==> src/rtl/alarm_ring_ctrl.sv <==
// Alarm sequencer: detects the alarm-time edge, rings the LED flasher for a bounded
// period and handles stop, limited snoozes and the alarm on/off switch.
module alarm_ring_ctrl #(
  parameter int TICKS_PER_SEC  = 50_000_000,
  parameter int BLINK_HALF     = 12_500_000,
  parameter int RING_SECONDS   = 60,
  parameter int SNOOZE_SECONDS = 300,
  parameter int MAX_SNOOZE     = 3
) (
  input  logic       clk,
  input  logic       rst,
  input  logic [7:0] cur_hour,
  input  logic [7:0] cur_min,
  input  logic [7:0] cur_sec,
  input  logic [7:0] al_hour,
  input  logic [7:0] al_min,
  input  logic       al_on,
  input  logic       stop,
  input  logic       snooze,
  output logic       en,
  output logic       clk_2,
  output logic [1:0] state,
  output logic [1:0] snooze_left
);

  localparam int SEC_MAX = (RING_SECONDS > SNOOZE_SECONDS) ? RING_SECONDS : SNOOZE_SECONDS;
  localparam int TICK_W  = (TICKS_PER_SEC > 1) ? $clog2(TICKS_PER_SEC) : 1;
  localparam int SEC_W   = (SEC_MAX > 1) ? $clog2(SEC_MAX) : 1;
  localparam int BLINK_W = (BLINK_HALF > 1) ? $clog2(BLINK_HALF) : 1;

  localparam logic [TICK_W-1:0]  TICK_LAST       = TICK_W'(TICKS_PER_SEC - 1);
  localparam logic [SEC_W-1:0]   RING_SEC_LAST   = SEC_W'(RING_SECONDS - 1);
  localparam logic [SEC_W-1:0]   SNOOZE_SEC_LAST = SEC_W'(SNOOZE_SECONDS - 1);
  localparam logic [BLINK_W-1:0] BLINK_LAST      = BLINK_W'(BLINK_HALF - 1);
  localparam logic [1:0]         SNOOZE_LOAD     = 2'(MAX_SNOOZE);

  typedef enum logic [1:0] {
    ST_IDLE   = 2'b00,
    ST_RING   = 2'b01,
    ST_SNOOZE = 2'b10
  } state_e;

  state_e             state_q, state_d;
  logic [1:0]         snl_q, snl_d;
  logic               match_q;
  logic [TICK_W-1:0]  tick_q, tick_d;
  logic [SEC_W-1:0]   sec_q, sec_d;
  logic [BLINK_W-1:0] blink_q, blink_d;
  logic               clk2_q, clk2_d;

  logic match_s;
  logic trigger_s;
  logic tick_wrap_s;
  logic ring_done_s;
  logic snooze_done_s;

  // Alarm only fires on the first cycle of the matching second.
  assign match_s = al_on && (cur_hour == al_hour) && (cur_min == al_min) && (cur_sec == 8'h00);
  assign trigger_s     = match_s && !match_q;
  assign tick_wrap_s   = (tick_q == TICK_LAST);
  assign ring_done_s   = (sec_q == RING_SEC_LAST) && tick_wrap_s;
  assign snooze_done_s = (sec_q == SNOOZE_SEC_LAST) && tick_wrap_s;

  always_comb begin
    state_d = state_q;
    snl_d   = snl_q;
    case (state_q)
      ST_IDLE: begin
        if (trigger_s) begin
          state_d = ST_RING;
          snl_d   = SNOOZE_LOAD;
        end else begin
          state_d = ST_IDLE;
        end
      end
      ST_RING: begin
        if (stop) begin
          state_d = ST_IDLE;
        end else if (!al_on) begin
          state_d = ST_IDLE;
        end else if (snooze && (snl_q != 2'd0)) begin
          state_d = ST_SNOOZE;
          snl_d   = snl_q - 2'd1;
        end else if (ring_done_s) begin
          state_d = ST_IDLE;
        end else begin
          state_d = ST_RING;
        end
      end
      ST_SNOOZE: begin
        if (stop || !al_on) begin
          state_d = ST_IDLE;
        end else if (snooze_done_s) begin
          state_d = ST_RING;
        end else begin
          state_d = ST_SNOOZE;
        end
      end
      default: begin
        state_d = ST_IDLE;
        snl_d   = 2'd0;
      end
    endcase
  end

  // Phase timebase restarts on every state change and rests at zero in IDLE.
  always_comb begin
    tick_d = '0;
    sec_d  = '0;
    if ((state_d != state_q) || (state_d == ST_IDLE)) begin
      tick_d = '0;
      sec_d  = '0;
    end else if (tick_wrap_s) begin
      tick_d = '0;
      sec_d  = sec_q + SEC_W'(1);
    end else begin
      tick_d = tick_q + TICK_W'(1);
      sec_d  = sec_q;
    end
  end

  // Blink runs only while staying in RING, so each ring begins with a full low phase.
  always_comb begin
    blink_d = '0;
    clk2_d  = 1'b0;
    if ((state_d == ST_RING) && (state_q == ST_RING)) begin
      if (blink_q == BLINK_LAST) begin
        blink_d = '0;
        clk2_d  = ~clk2_q;
      end else begin
        blink_d = blink_q + BLINK_W'(1);
        clk2_d  = clk2_q;
      end
    end else begin
      blink_d = '0;
      clk2_d  = 1'b0;
    end
  end

  always_ff @(posedge clk) begin
    if (rst) begin
      state_q <= ST_IDLE;
      snl_q   <= 2'd0;
      match_q <= 1'b0;
      tick_q  <= '0;
      sec_q   <= '0;
      blink_q <= '0;
      clk2_q  <= 1'b0;
    end else begin
      state_q <= state_d;
      snl_q   <= snl_d;
      match_q <= match_s;
      tick_q  <= tick_d;
      sec_q   <= sec_d;
      blink_q <= blink_d;
      clk2_q  <= clk2_d;
    end
  end

  assign en          = (state_q == ST_RING);
  assign clk_2       = clk2_q;
  assign state       = state_q;
  assign snooze_left = snl_q;

endmodule


==> config.mk <==
export PLATFORM = sky130hd
export DESIGN_NAME = alarm_ring_ctrl
export DESIGN_NICKNAME = d
export VERILOG_FILES = /design/src/rtl/alarm_ring_ctrl.sv
export SDC_FILE = /design/constraint.sdc
export NUM_CORES = 1
export LEC_CHECK = 0
export CAP_MARGIN = 20
export CORE_ASPECT_RATIO = 0.7
export CORE_MARGIN = 2
export CORE_UTILIZATION = 45
export DETAILED_ROUTE_END_ITERATION = 8
export GPL_TIMING_DRIVEN = 0
export PLACE_DENSITY = 0.81
export REMOVE_ABC_BUFFERS = 1
export SETUP_SLACK_MARGIN = 0.4
export SLEW_MARGIN = 30
export SYNTH_ARGS = -nofsm -noshare
export SYNTH_HDL_FRONTEND = slang
export SYNTH_SLANG_ARGS = --single-unit
==> constraint.sdc <==
create_clock -name clk -period 4.7 [get_ports clk]
set_input_delay 0.94 -clock clk [delete_from_list [all_inputs] [get_ports clk]]
set_output_delay 0.94 -clock clk [all_outputs]
set_load 0.02 [all_outputs]
Word level (Yosys, flattened, before mapping)
Cells that the tools add are included.

Bits of input ports: 45. Logic and storage cells: 62. Output and inout bits: 6. Register bits after elaboration: 65.

Add/sub/neg operators: 4. Reduce and logical (&&, ||, !) cells: 21. Mux-type cells: 13. Equality and inequality tests: 14. Bitwise logic cells: 3.

Operators with widths (count): $add A26 B1 Y26 const B (1); $eq A26 B26 Y1 const B (1); $add A24 B1 Y24 const B (1); $eq A24 B24 Y1 const B (1); $mux W2 (9); $eq A8 B8 Y1 (2); $pmux W2 S3 (2); $add A9 B1 Y9 const B (1); $eq A9 B6 Y1 const B (1); $eq A9 B9 Y1 const B (1); $logic_and A1 B1 Y1 (8); $logic_not A8 Y1 (1); $ne A2 B2 Y1 const B (3); $reduce_or A3 Y1 (2); $reduce_and A5 Y1 (1); $eq A2 B1 Y1 const B (2); $logic_not A2 Y1 (2); $reduce_or A2 Y1 (2); $not A1 Y1 (3); $eq A2 B2 Y1 const B (1); $logic_not A1 Y1 (2); $logic_or A1 B1 Y1 (2); $mux W1 (2); $ne A2 B1 Y1 const B (1); other kinds (3) (3).

Depth between registers and ports, before layout
Gate-level depths: netlist of run 1.

Word-level depth: 11. Gate-level depth with buffers: 9. Mapped depth without buffers: 8.

Worst setup path before layout of run 1
No wires, ideal clock.

Path type: input -> register. Start point: input al_min[3]. End point: register blink_q[13]. Data required time: 4612 ps. Stages: 8. Setup time: 88 ps. Path slack: 1996 ps. Arrival: 2616 ps. Path buffers: 2. Cell sequence: xor2_1 > nor4_1 > nand3_1 > or4_4 > o221a_4 > buf_6 > buf_12 > nor4_2.

Word-level cells in the longest chain between the ends: 10.

RTL lines: from (decl) (line 16) `input logic [7:0] al_min,`; $eq A8 B8 Y1 (line 58) `assign match_s = al_on && (cur_hour == al_hour) && (cur_min == al_min) && (cur_sec == 8'h00);`; $logic_and A1 B1 Y1 (2 in a row) (line 58); $logic_and A1 B1 Y1 (line 59) `assign trigger_s = match_s && !match_q;`; $mux W1 (line 69) `if (trigger_s) begin`; $pmux W2 S3 (line 67) `case (state_q)`; $eq A2 B1 Y1 (line 126) `if ((state_d == ST_RING) && (state_q == ST_RING)) begin`; $logic_and A1 B1 Y1 (line 126); $not A1 Y1 (no source line); $reduce_or A3 Y1 (no source line); to (signal assigned) (line 155) `blink_q <= blink_d;`; to (decl) (line 48) `logic [BLINK_W-1:0] blink_q, blink_d;`.

No other way between the ends. A chain may end at the register's enable or synchronous reset.

Worst setup path in the final report of run 1
Start point: input al_hour[1]. End point: register blink_q[12].

Word-level cells in the longest chain between the ends: 11.

RTL lines: from (decl) (line 15) `input logic [7:0] al_hour,`; $eq A8 B8 Y1 (line 58); $logic_and A1 B1 Y1 (3 in a row) (line 58); $logic_and A1 B1 Y1 (line 59); $mux W1 (line 69); $pmux W2 S3 (line 67); $eq A2 B1 Y1 (line 126); $logic_and A1 B1 Y1 (line 126); $not A1 Y1 (no source line); $reduce_or A3 Y1 (no source line).

No other way between the ends.

==> flow_metrics.py, run 1 <==
metrics = {
    "placed_design": {
        "place.detailed.instances": 510,
        "place_hpwl_um": 5180,
        "port_buffers": 50,
        "placed_area_um2": 3860,
        "placer_congestion": 0.786,
    },
    "synthesis": {
        "synthesis.area_per_instance_um2": 8.84,
        "seq_area_frac_synth_pct": 39.6,
        "ys_top_cells_by_area": "dfxtp_1, xor2_1, xnor2_1",
        "synth_top_family_by_area": "simple AND/OR/NAND/NOR gates",
        "synth-seq-cells": 65,
        "post_synth_instance_area_um2": 3290,
        "ys.warnings.count": 0,
        "post_synth_simple_gate_area_pct": 33.0,
        "netlist_instances": 372,
        "yosys.area.top_type": "dfxtp_1",
        "synth-compound-area-share_pct": 3.35,
        "synth-adder-area-share_pct": 1.52,
        "yosys.cell_types.count": 44,
        "synth.mux.area_fraction_pct": 0.304,
        "synth_top_area_share_pct": 39.6,
        "synthXorXnorAreaFrac_pct": 18.9,
    },
    "drt": {
        "finalWirelength_um": 7050,
        "routed_length_per_instance_um": 13.4,
        "drc": 0,
        "drt-initial-drc-count": 153,
        "dr_total_vias": 2687,
        "route.detailed.vias_per_inst": 5.11,
        "drt_pass_1_iters": 5,
        "ant_nets": 0,
    },
    "run_status": {
        "outcome": "completed",
    },
    "clock_network": {
        "cts.root.buffer_cell": "clkbuf_8",
        "worst_skew_pair.late_latency_ps": 350,
        "cts_tree": "done",
        "htreeDepth": 3,
        "cts_post_setup_buffers_inserted": 0,
        "clock_sink_count": 65,
        "cts.reportedPaths.clkPinSlew_ps": 70,
        "cts_buffer_depth": 2,
        "hold_buffers": 0,
        "post_cts_resized": 0,
        "numCtsBuffers": 9,
    },
    "setup_path": {
        "reg2reg_from": "tick_q[0]",
        "worstPathRequired_ps": 4940,
        "worst-setup-path-type": "in2reg",
        "worstReg2RegEnd": "blink_q[1]",
        "cp-end-kind": "register",
        "timing.reg2reg.worst_path_depth": 6,
        "worst_ep_arrival_time_ps": 3180,
        "setup.reg_to_reg.worst_slack_ps": 2020,
        "cp-start-kind": "input pin",
        "worstPathMaxFanout": 26,
    },
    "power": {
        "maximum_vdd_drop_v": 0.000150,
        "powerDensity_nw_per_um2": 276,
        "leakage_nw": 1.30,
        "total_power_w": 0.00113,
    },
    "floorplan": {
        "ios": 51,
        "placeable_core_region_um2": 7190,
        "die_height_um": 75.5,
        "initial_core_util_pct": 45.8,
        "floorplan.rows": 26,
        "floorplan.die.width_um": 106,
        "die_area_um2": 8020,
    },
    "timing": {
        "final_min_period_over_clock_period_pct": 62.5,
        "tightest_slew_ps": 771,
        "finalSetupViolCount": 0,
        "worst_slew_margin_rel_pct": 48.2,
        "period_minus_slack_ps": 2940,
        "finalHoldViolations": 0,
        "finalHoldWorstSlack_ps": 459,
        "clock_skew_ps": 12.2,
        "rsz0062_at_grt": "no",
        "tns_ps": 0,
        "final-max-slew-violation-count": 0,
        "max_freq_ghz": 0.340,
    },
    "global_routing": {
        "grt_pass1_wl_um": 12200,
        "first_global_vias": 2677,
        "met3_usage_grt_pct": 4.70,
        "use_met1_pct": 24.2,
        "gr-usage-met2_pct": 32.2,
        "grt_start_max_net_pins": 27,
        "global_route.peak_usage_layer": "met2",
        "grt_overflow_total": 0,
        "antenna_found_initial": 0,
        "grt_usage_pct": 19.2,
    },
    "final_layout": {
        "area_growth_syn_to_layout_pct": 24.4,
        "post_route_cells_drive_above_1_share_pct": 8.18,
        "most_common_cell_after_layout_fill_and_taps_aside": "dfxtp_1",
        "antennaDiodeCount": 0,
        "number_of_non_filler_instances_in_the_completed_layout": 526,
        "net_count_of_the_finished_layout": 473,
        "stdcell_area_um2": 4090,
        "mostFrequentLayoutCells": "dfxtp_1, nor2_1, clkdlybuf4s50_1",
    },
    "worst_hold_path": {
        "worst_min_delay_path_class": "reg2reg",
        "worstHoldPathCells": 1,
        "hold_end": "tick_q[0]",
        "holdCritStartpoint": "tick_q[0]",
    },
    "job": {
        "maxCapViolations": 0,
    },
}
==> critical path, cell delays in order <==
cell and delay [ps]:
clkdlybuf4s50_1 430, xor2_1 170, nor4_1 300, nand3_1 180
or4_4 590, o221a_4 250, nor4_1 320
==> cells in the mapped netlist <==
cell type	instances
and4b_1	1
buf_12	1
nor4bb_1	1
a221o_1	1
nor3_1	18
buf_1	2
a31oi_1	1
o21ai_0	5
nand4b_1	2
and2_1	4
o21a_1	1
nor4_1	13
nand3_1	25
and3_1	7
nor4b_2	1
nor4_2	8
nand4_2	1
nor2_1	57
inv_1	10
nand2_1	19
nor4_4	1
a31o_2	1
clkbuf_1	5
xor2_1	42
and4_1	2
and3b_1	1
or2_2	1
buf_6	1
buf_2	3
dfxtp_1	65
nand2b_1	4
xnor2_1	29
mux2i_1	1
a311oi_1	1
ha_1	4
nand4_1	20
nor2b_1	4
or3_1	2
o31ai_1	1
nor4b_1	2
o221a_4	1
a211o_1	1
a21boi_1	1
or4_4	1
==> area by class of cell <==
type / instances / area (µm²)
Sequential cell: 65 / 1300
Fill cell: 611 / 3100
Clock inverter: 5 / 78.8
Multi-Input combinational cell: 285 / 1890
Clock buffer: 10 / 138
Tap cell: 98 / 123
Inverter: 10 / 37.5
Timing Repair Buffer: 53 / 524
==> how the worst max path moves through the flow <==
stage	slack, ps	to	start
floorplan	1740	blink_q[1]	blink_q[0]
global placement	940	blink_q[1]	blink_q[0]
detailed placement	1400	blink_q[12]	al_hour[1]
CTS	1750	blink_q[12]	al_hour[1]
global route	1580	blink_q[5]	al_hour[1]
finish	1760	blink_q[12]	al_hour[1]
==> logic make-up after synthesis <==
group	Yosys count
adders and majority gates	4
xor gates and xnor gates	71
DFF	65
and+or+nand+nor	195
AOI/OAI and AO/OA	14
buffers and inverters	22
muxes	1
==> per-layer routing <==
metal	wire (µm)	part of all wire, %	up-vias
li1	-	-	1401
met1	3390	48	1244
met2	3320	47	32
met3	201	2.9	10
met4	131	1.9	0
met5	0	0	-
==> metrics by stage <==
stage / utilization, % / setup slack, ps
after floorplan: - / 1740
after global placement: 53.4 / 944
after detailed placement: 53.7 / 1400
after CTS: 56.7 / 1750
after global routing: 56.9 / 1580
final: 56.9 / 1760
==> state kept, by name, indices dropped and copies added, names as in the netlist <==
name and cells:
sec_q 9, match_q 1, state 2, tick_q 26, clk_2 1, blink_q 24, snooze_left 2
==> where the power goes <==
group          leakage, nW  internal (W)     switching (W)
clock                0.113      0.000310          0.000212
combinational        0.667     0.0000410         0.0000157
sequential           0.523      0.000550  0.00000000000424
total                 1.30      0.000901          0.000227
No activity file was read; power rests on OpenSTA's default activity.
==> run 2: changes to the inputs <==
- PLACE_DENSITY: 0.81 -> 0.83
- clock period: 4.7 -> 2.6 ns (I/O delays scaled with it)
==> run 2 against run 1 <==
Net effect:
- clock skew is 1.2 ps lower
- sequential power is 81% higher
- worst setup slack worse by 1300 ps
- critical path depth is the same
- combinational power rose by 87%
- die area stayed put
- hold slack better by 4.8 ps
- routed wire length up 22%
- utilization is 6.2 points higher
- largest cell class unchanged
- largest power group is now clock
==> flow_metrics.py, run 2 (synthesis gave the netlist of run 1 again) <==
metrics = {
    "run_status": {
        "outcome": "completed",
    },
    "power": {
        "maximum_vdd_drop_v": 0.000266,
        "clock_power_share_pct": 48.8,
        "powerDensity_nw_per_um2": 473,
        "sequential_power_share_pct": 46.3,
        "p_sw_w": 0.000442,
        "combPwrFrac_pct": 4.9,
        "leakage_nw": 1.60,
        "power.switching_fraction_pct": 20.6,
        "total_power_w": 0.00215,
        "power.internal_w": 0.00170,
    },
    "clock_network": {
        "cts_tree": "done",
        "cts.root.buffer_cell": "clkbuf_8",
        "numCtsBuffers": 9,
        "cts_buffer_depth": 2,
        "clock_sink_count": 65,
        "htreeDepth": 3,
        "cts.reportedPaths.clkPinSlew_ps": 70,
        "worst_skew_pair.late_latency_ps": 350,
    },
    "setup_path": {
        "worstPathRequired_ps": 2850,
        "reg2reg_from": "snooze_left[0]",
        "worstReg2RegEnd": "blink_q[1]",
        "crit_start": "cur_min[3]",
        "cp-start-kind": "input pin",
        "critical-path-top-delay-family": "simple AND/OR/NAND/NOR gates",
        "worst_ep_arrival_time_ps": 2400,
        "critPathMaxStageDelay_ps": 630,
        "cp-end-kind": "register",
        "critical-path-slowest-cell": "or4_4",
        "setup.reg_to_reg.worst_slack_ps": 450,
        "worstPathMaxFanout": 7,
        "cp.buffers_inverters": 1,
        "worst-setup-path-type": "in2reg",
        "cp_cell_sequence": "dlymetal6s2s_1 > xor2_2 > nor4_2 > nand3_1 > or4_4 > o221a_4 > nor3_1",
        "timing.reg2reg.worst_path_depth": 7,
    },
    "timing": {
        "final_min_period_over_clock_period_pct": 82.8,
        "tightest_slew_ps": 706,
        "tns_ps": 0,
        "max_freq_ghz": 0.465,
        "worst_slew_margin_rel_pct": 52.9,
        "clock_skew_ps": 11.1,
        "period_minus_slack_ps": 2150,
        "finalHoldViolations": 0,
        "timing.final.ws_setup_ps": 448,
        "rsz0062_at_grt": "yes",
        "finalSetupViolCount": 0,
        "final-max-slew-violation-count": 0,
    },
    "global_routing": {
        "use_met1_pct": 26.0,
        "grt_start_max_net_pins": 25,
        "grt_pass1_wl_um": 13700,
        "grt_overflow_total": 0,
        "antenna_found_initial": 0,
        "gr-usage-met2_pct": 38.7,
        "met3_usage_grt_pct": 6.42,
        "first_global_vias": 2949,
        "grt_usage_pct": 21.7,
        "global_route.peak_usage_layer": "met2",
    },
    "drt": {
        "finalWirelength_um": 8630,
        "dr_total_vias": 2960,
        "route.detailed.vias_per_inst": 5.43,
        "drc": 0,
        "drt-initial-drc-count": 144,
        "drt_pass_1_iters": 4,
        "routed_length_per_instance_um": 15.8,
        "ant_nets": 0,
    },
    "floorplan": {
        "placeable_core_region_um2": 7190,
        "floorplan.die.width_um": 106,
        "die_area_um2": 8020,
        "floorplan.rows": 26,
        "ios": 51,
        "initial_core_util_pct": 45.8,
        "die_height_um": 75.5,
    },
    "final_layout": {
        "net_count_of_the_finished_layout": 491,
        "most_common_cell_after_layout_fill_and_taps_aside": "dfxtp_1",
        "number_of_non_filler_instances_in_the_completed_layout": 545,
        "largest_registers": "tick_q x26, blink_q x24, sec_q x9",
        "largest_register_ff_count": 26,
        "antennaDiodeCount": 0,
        "largest_register": "tick_q",
        "post_route_cells_drive_above_1_share_pct": 18.6,
        "fillerInstances": 558,
        "area_growth_syn_to_layout_pct": 37.9,
        "mostFrequentLayoutCells": "dfxtp_1, nor2_1, xor2_1",
        "stdcell_area_um2": 4540,
    },
    "placed_design": {
        "placed_area_um2": 3860,
        "place_hpwl_um": 5140,
        "placer_congestion": 0.849,
        "place_ws_ps": -279,
        "place.detailed.instances": 510,
        "port_buffers": 50,
    },
    "worst_hold_path": {
        "worst_min_delay_path_class": "reg2reg",
        "worstHoldPathCells": 1,
        "holdCritStartpoint": "tick_q[0]",
        "hold_end": "tick_q[0]",
    },
    "job": {
        "maxCapViolations": 0,
    },
}
run 2: cell count changes in the layout (fill, tap and decap cells not counted), moves of 3 or more:
| cell | before | now |
|---|---|---|
| dlymetal6s2s_1 | 0 | 12 |
| nor3_1 | 18 | 9 |
| buf_4 | 1 | 16 |
| clkdlybuf4s15_1 | 0 | 5 |
| nor3_2 | 0 | 9 |
| nor4_2 | 10 | 13 |
| o221a_4 | 1 | 4 |
| nor4_1 | 11 | 1 |
| clkdlybuf4s50_1 | 50 | 25 |
| dlygate4sd2_1 | 0 | 7 |
| nor4_4 | 1 | 8 |
run 2: how the worst max path moves through the flow:
stage	slack, ps	end	depth (start not counted)
after global routing	300	blink_q[1]	7
after detailed placement	-280	blink_q[23]	7
after CTS	390	blink_q[1]	7
final	450	blink_q[9]	7
after floorplan	-360	blink_q[1]	5
after global placement	-1080	blink_q[1]	5
run 2: what timing repair did:
| item | CTS | global route |
|---|---|---|
| endpoints found under the setup margin | 63 | 64 |
| gates cloned | 3 | 0 |
| pin swaps | 25 | 21 |
| gates resized for setup | 35 | 43 |
| hold buffers | 0 | 0 |
| setup buffers | 9 | 7 |
run 2: per-stage QoR:
stage	hold slack (ps)	util (%)
2_1_floorplan	430	-
3_3_place_gp	444	53.4
3_5_place_dp	451	53.7
4_1_cts	467	59.9
5_1_grt	482	63.1
6_report	464	63.1
run 2: area by class of cell:
type	count	area, µm²	share of cell area [%]
clock buffer	10	128	2.81
inverter	10	37.5	0.827
timing repair buffer	68	653	14.4
sequential	65	1300	28.7
tap	98	123	2.70
clock inverter	6	115	2.54
multi-input combinational	288	2180	48.0
run 2: per-layer routing:
metal	up-vias	wire, µm	share of wire, %
li1	1453	-	-
met1	1415	3750	43
met2	77	4340	50
met3	15	393	4.6
met4	0	146	1.7
met5	-	0	0
run 2: power by group through the flow:
stage,sequential (W),combinational (W),clock (W)
floorplan,0.00102,0.0000266,0
global placement,0.00102,0.000100,0
detailed placement,0.00102,0.000103,0
CTS,0.000995,0.000100,0.00106
global route,0.000994,0.000113,0.00111
finish,0.000995,0.000106,0.00105
